`src/rtl/pid_ctrl_sat.sv`:
```
// pid_ctrl_sat -- three-stage pipelined PID controller with anti-windup
// integrator clamp, runtime speed scaling and output saturation.
//
// Ports:
//   clk, rst          rising-edge clock, synchronous active-high reset
//   error             signed sample error (ERR_W)
//   error_ready       error valid this cycle; one sample per asserted cycle
//   kp, ki, kd        signed fixed-point gains (FRAC_BITS fraction bits)
//   speed_level       output scale level 0-9 (10-15 act as 9)
//   clear_integral    zero the integrator and restart derivative history
//   control_output    saturated control value (OUT_W), held between results
//   control_valid     one-cycle pulse per completed result
//   saturated         control_output was clipped for this result
module pid_ctrl_sat #(
    parameter int ERR_W     = 32,
    parameter int GAIN_W    = 16,
    parameter int FRAC_BITS = 8,
    parameter int OUT_W     = 16,
    parameter int INT_LIM   = 2**20
) (
    input  logic                    clk,
    input  logic                    rst,
    input  logic signed [ERR_W-1:0] error,
    input  logic                    error_ready,
    input  logic signed [GAIN_W-1:0] kp,
    input  logic signed [GAIN_W-1:0] ki,
    input  logic signed [GAIN_W-1:0] kd,
    input  logic [3:0]              speed_level,
    input  logic                    clear_integral,
    output logic signed [OUT_W-1:0] control_output,
    output logic                    control_valid,
    output logic                    saturated
);

    localparam int STAGES = 3;
    localparam int IW     = ERR_W + 1;          // integrator / derivative width
    localparam int SW     = ERR_W + GAIN_W + 4; // term and sum width
    localparam int XW     = SW + 5;             // scaled width (x10 headroom)

    localparam logic signed [IW:0]   LIM_P = (IW+1)'(INT_LIM);
    localparam logic signed [IW:0]   LIM_N = -LIM_P;
    localparam logic signed [XW-1:0] OMAX  = XW'(2**(OUT_W-1) - 1);
    localparam logic signed [XW-1:0] OMIN  = -OMAX - XW'(1);

    // controller state
    logic signed [IW-1:0]    integ;
    logic signed [ERR_W-1:0] err_prev;
    logic                    first;

    // pipeline
    logic [STAGES:1]         vld_pipe;
    logic signed [SW-1:0]    p_t, i_t, d_t;
    logic [3:0]              lvl1, lvl2;
    logic signed [SW-1:0]    sh2;

    // S1 combinational: clear_integral in the same cycle as a sample makes
    // that sample see a zero integrator and no derivative history.
    logic signed [IW-1:0] integ_b, integ_next, deriv;
    logic signed [IW:0]   isum;
    logic                 first_eff;

    always_comb begin
        integ_b   = clear_integral ? '0 : integ;
        first_eff = first | clear_integral;
        // one extra bit so integ + error cannot wrap before the clamp
        isum = $signed({integ_b[IW-1], integ_b}) +
               $signed({{2{error[ERR_W-1]}}, error});
        if (isum > LIM_P)
            integ_next = LIM_P[IW-1:0];
        else if (isum < LIM_N)
            integ_next = LIM_N[IW-1:0];
        else
            integ_next = isum[IW-1:0];
        if (first_eff)
            deriv = '0;
        else
            deriv = $signed({error[ERR_W-1], error}) -
                    $signed({err_prev[ERR_W-1], err_prev});
    end

    // S2 combinational: sum then floor shift
    logic signed [SW-1:0] sum2;
    always_comb begin
        sum2 = p_t + i_t + d_t;
    end

    // S3 combinational: scale by min(level,9)+1 and clip
    logic [4:0]           mult;
    logic signed [XW-1:0] scaled;
    always_comb begin
        mult   = ((lvl2 > 4'd9) ? 5'd9 : {1'b0, lvl2}) + 5'd1;
        scaled = XW'(sh2) * $signed({{SW{1'b0}}, mult});
    end

    always_ff @(posedge clk) begin
        if (rst) begin
            integ          <= '0;
            err_prev       <= '0;
            first          <= 1'b1;
            vld_pipe       <= '0;
            p_t            <= '0;
            i_t            <= '0;
            d_t            <= '0;
            lvl1           <= '0;
            lvl2           <= '0;
            sh2            <= '0;
            control_output <= '0;
            control_valid  <= 1'b0;
            saturated      <= 1'b0;
        end else begin
            vld_pipe <= {vld_pipe[STAGES-1:1], error_ready};

            if (error_ready) begin
                integ    <= integ_next;
                err_prev <= error;
                first    <= 1'b0;
            end else if (clear_integral) begin
                integ <= '0;
                first <= 1'b1;
            end

            // S1: gains and level are captured with the sample
            if (error_ready) begin
                p_t  <= SW'(kp) * SW'(error);
                i_t  <= SW'(ki) * SW'(integ_next);
                d_t  <= SW'(kd) * SW'(deriv);
                lvl1 <= speed_level;
            end

            // S2
            if (vld_pipe[1]) begin
                sh2  <= sum2 >>> FRAC_BITS;
                lvl2 <= lvl1;
            end

            // S3
            control_valid <= vld_pipe[2];
            if (vld_pipe[2]) begin
                if (scaled > OMAX) begin
                    control_output <= OMAX[OUT_W-1:0];
                    saturated      <= 1'b1;
                end else if (scaled < OMIN) begin
                    control_output <= OMIN[OUT_W-1:0];
                    saturated      <= 1'b1;
                end else begin
                    control_output <= scaled[OUT_W-1:0];
                    saturated      <= 1'b0;
                end
            end
        end
    end

endmodule
```
`config.mk`:
```
export PLATFORM = sky130hd
export DESIGN_NAME = pid_ctrl_sat
export DESIGN_NICKNAME = d
export VERILOG_FILES = /design/src/rtl/pid_ctrl_sat.sv
export SDC_FILE = /design/constraint.sdc
export NUM_CORES = 2
export LEC_CHECK = 0
export BUFFER_PORTS_ARGS = -buffer_cell sky130_fd_sc_hd__buf_2
export CAP_MARGIN = 30
export CORE_MARGIN = 3
export CORE_UTILIZATION = 47
export CTS_BUF_LIST = sky130_fd_sc_hd__clkbuf_8
export CTS_CLUSTER_DIAMETER = 60
export DETAILED_ROUTE_END_ITERATION = 10
export GPL_ROUTABILITY_DRIVEN = 0
export HOLD_SLACK_MARGIN = 0.03
export PLACE_DENSITY = 0.65
export SLEW_MARGIN = 20
export SYNTH_ARGS = -nofsm -noshare
export SYNTH_HDL_FRONTEND = slang
export SYNTH_SLANG_ARGS = --single-unit
```
`constraint.sdc`:
```
create_clock -name clk -period 10.35 [get_ports clk]
set_input_delay 0.5175 -clock clk [delete_from_list [all_inputs] [get_ports clk]]
set_output_delay 0.5175 -clock clk [all_outputs]
set_load 0.01 [all_outputs]
```
==> results.ini <==
[yosys]
async_reset_ff_share_pct = 0
synth_flop_cell = dfxtp_1
synth_largest_type_area_fraction_pct = 43.5
yosys.cell_count.top_type = inv_1
post_synthesis_instance_area_mm2 = 0.0766
post_synth_inst_count = 8673
synth_top_area_cells = fa_1 (44%), ha_1 (9.1%), inv_1 (8.8%)
synth-seq-area-share_pct = 7.39
synth-edff-count = 0
yosys_warnings = 0
post_synth_num_cell_types = 90
avgSynthCellArea_um2 = 8.84
most_frequent_cells_after_synthesis = inv_1 (1788), fa_1 (1667), nand2_1 (1140), nor2_1 (567), ha_1 (557)
synth-seq-cells = 283
post-synth-top-area-cell = fa_1

[worst_setup_path]
reg_to_reg_setup_timing_slack_ns = 0.23
cp_data_required_time_ns = 10.87
arrival_ns = 10.64
path_class = reg -> reg
path_max_fanout = 7
delay_of_the_slowest_critical_path_stage_ns = 0.55
critical-path-top-delay-family = adder cells
r2r_end = i_t[41]
crit_buf_inv = 12
worst_r2r_startpoint = integ[0]
setup.worst_path.start_class = flop
endpoint_kind = flop
reg2reg_depth = 46
critical_path.most_common_cell = fa_1
crit_path_top_delay_cell = fa_1

[sta]
fmax_ghz = 0.0988
layout_worst_path_cycle_share_pct = 97.8
hold_viol = 0
fin_crit_ns = 10.12
rsz0062_at_grt = yes
final.setup.worst_slack_ns = 0.229
worst-slew-pin-transition_ns = 0.967
setup-tns-final_ns = 0
tightest_slew_margin_relative_to_the_limit_pct = 35.5
slew_violations = 0
final-setup-viol-count = 0
finClkSkew_ns = 0.0553

[floorplan]
design.die.area_mm2 = 0.168
initial_core_util_pct = 47.5
row_count = 147
die-width_um = 410
fp.dieH_um = 410
io-pin-count = 106
core_area_mm2 = 0.161

[grt]
grtUsageTotal_pct = 27.2
maximum_number_of_pins_on_one_net_before_global_route_repair = 81
number_of_antenna_violations_at_the_first_check_in_global_routing = 13
gr-total-overflow = 0
grt_pass1_wl_um = 357000
grt_pass1_vias = 63900

[cells_and_area]
layout_cell_share_with_drive_strength_beyond_1_pct = 8.77
finish.utilization_pct = 52.0
fill_cells = 15000
num-nets-final = 11300
synthToLayoutAreaGrowth_pct = 9.45

[min_path]
hold-path-cell-count = 3
worst_hold_startpoint = speed_level[3]
hold_end = lvl1[3]
hold_path_class = in -> reg

[placement]
port_buffer_count = 105
hpwl_um = 184000
pre_cts_ws_ns = -0.616

[routing]
drt.antenna.violating_nets = 0
detail_route.vias_per_cell = 5.41
final_routed_wire_length_divided_by_cell_count_um = 20.1
vias = 60400
drc_violations = 0
routed_wire_length_um = 224000
detailedRoute.firstPassIterationCount = 6
dr.first_iter.drc_count = 4443

[clock_network]
cts_root_buffer = clkbuf_8
postCtsHoldBufs = 0
tritoncts = done
cts_h_tree_depth = 2
register_clock_pin_slew_on_the_reported_worst_setup_and_hold_paths_ns = 0.07
clkSinkCount = 283
cts-root-to-sink-buffers = 3
worst_skew_pair.late_latency_ns = 0.64
clock_buffers_created_by_tritoncts = 50

[job]
maxCapViolCount = 0

[outcome]
outcome = completed

[final cells by class]
type	instances	area (um^2)	area share, %
Timing Repair Buffer	565	4150	4.95
Tap cell	2160	2700	3.22
Clock buffer	60	826	0.985
Sequential cell	283	5670	6.76
Clock inverter	25	251	0.300
Multi-Input combinational cell	6279	63500	75.8
Inverter	1791	6720	8.02
Antenna cell	5	12.5	0.0149
[worst max-delay path by stage]
stage                               from      end  slack [ns]  cells past startpoint
after floorplan           clear_integral  i_t[46]        0.04                     41
after CTS                       integ[0]  i_t[47]       0.008                     46
after global routing            integ[0]  i_t[41]       -0.25                     46
final                           integ[0]  i_t[41]        0.23                     46
after global placement    clear_integral  i_t[46]       -0.46                     41
after detailed placement  clear_integral  i_t[48]       -0.62                     42
[sequential cells by signal (all words and copies together) (netlist names), 2 cells and up]
register	flops
err_prev	32
vld_pipe	2
lvl1	4
lvl2	4
p_t	48
control_output	16
sh2	43
i_t	49
integ	33
d_t	49
[cells by family (layout without fill, tap and decap cells)]
logic type	Yosys count	after routing	share of synthesized area (%)
buffers and inverters	2153	2441	10.7
AOI/OAI and AO/OA	972	972	8.36
DFF	283	283	7.39
and+or+nand+nor	2589	2589	15.5
adders and majority gates	2224	2224	52.6
muxes	146	146	1.91
other	2	49	0.00980
xor gates and xnor gates	304	304	3.47
[metal layers]
layer  vias up  track usage, %  routed length [um]
li1      27100               -                   -
met1     30700            36.2               91600
met2      2215            44.5              104000
met3       451            4.16               16800
met4         0            10.9               11800
met5         -               0                   0
[tightest hold or removal path, cell delays in order]
cell and delay (ns):
buf_2 0.08, mux2i_1 0.05, nor2_1 0.07
[cells in the final DEF, fill, tap and decap left out, drive strengths merged, types with 146 or more instances in the layout]
cell   instances
dfxtp        283
fa          1667
o21ai        175
nor2         567
ha           557
inv         1801
a21oi        282
nand2       1146
buf          561
mux2i        146
xnor2        204
a21o         157
and2         332
[timing repair]
action                                  4_1_cts  5_1_grt
endpoints found under the setup margin        7       32
buffers inserted                              2       19
pin swaps                                     7       58
gates resized for setup                      12      147
gates cloned                                  0        1
[stage by stage]
stage               area (um^2)  instances  hold slack (ns)
CTS                       83100      11100           0.0833
finish                    83900      11200            0.129
detailed placement        82000      11100            0.469
global placement          81900      11100            0.454
floorplan                 76800       8715            0.429
global route              83900      11200            0.106
Power is left out: the tool's default activity adds up to more than one toggle a clock period on the data nets, which glitch-free logic cannot reach.
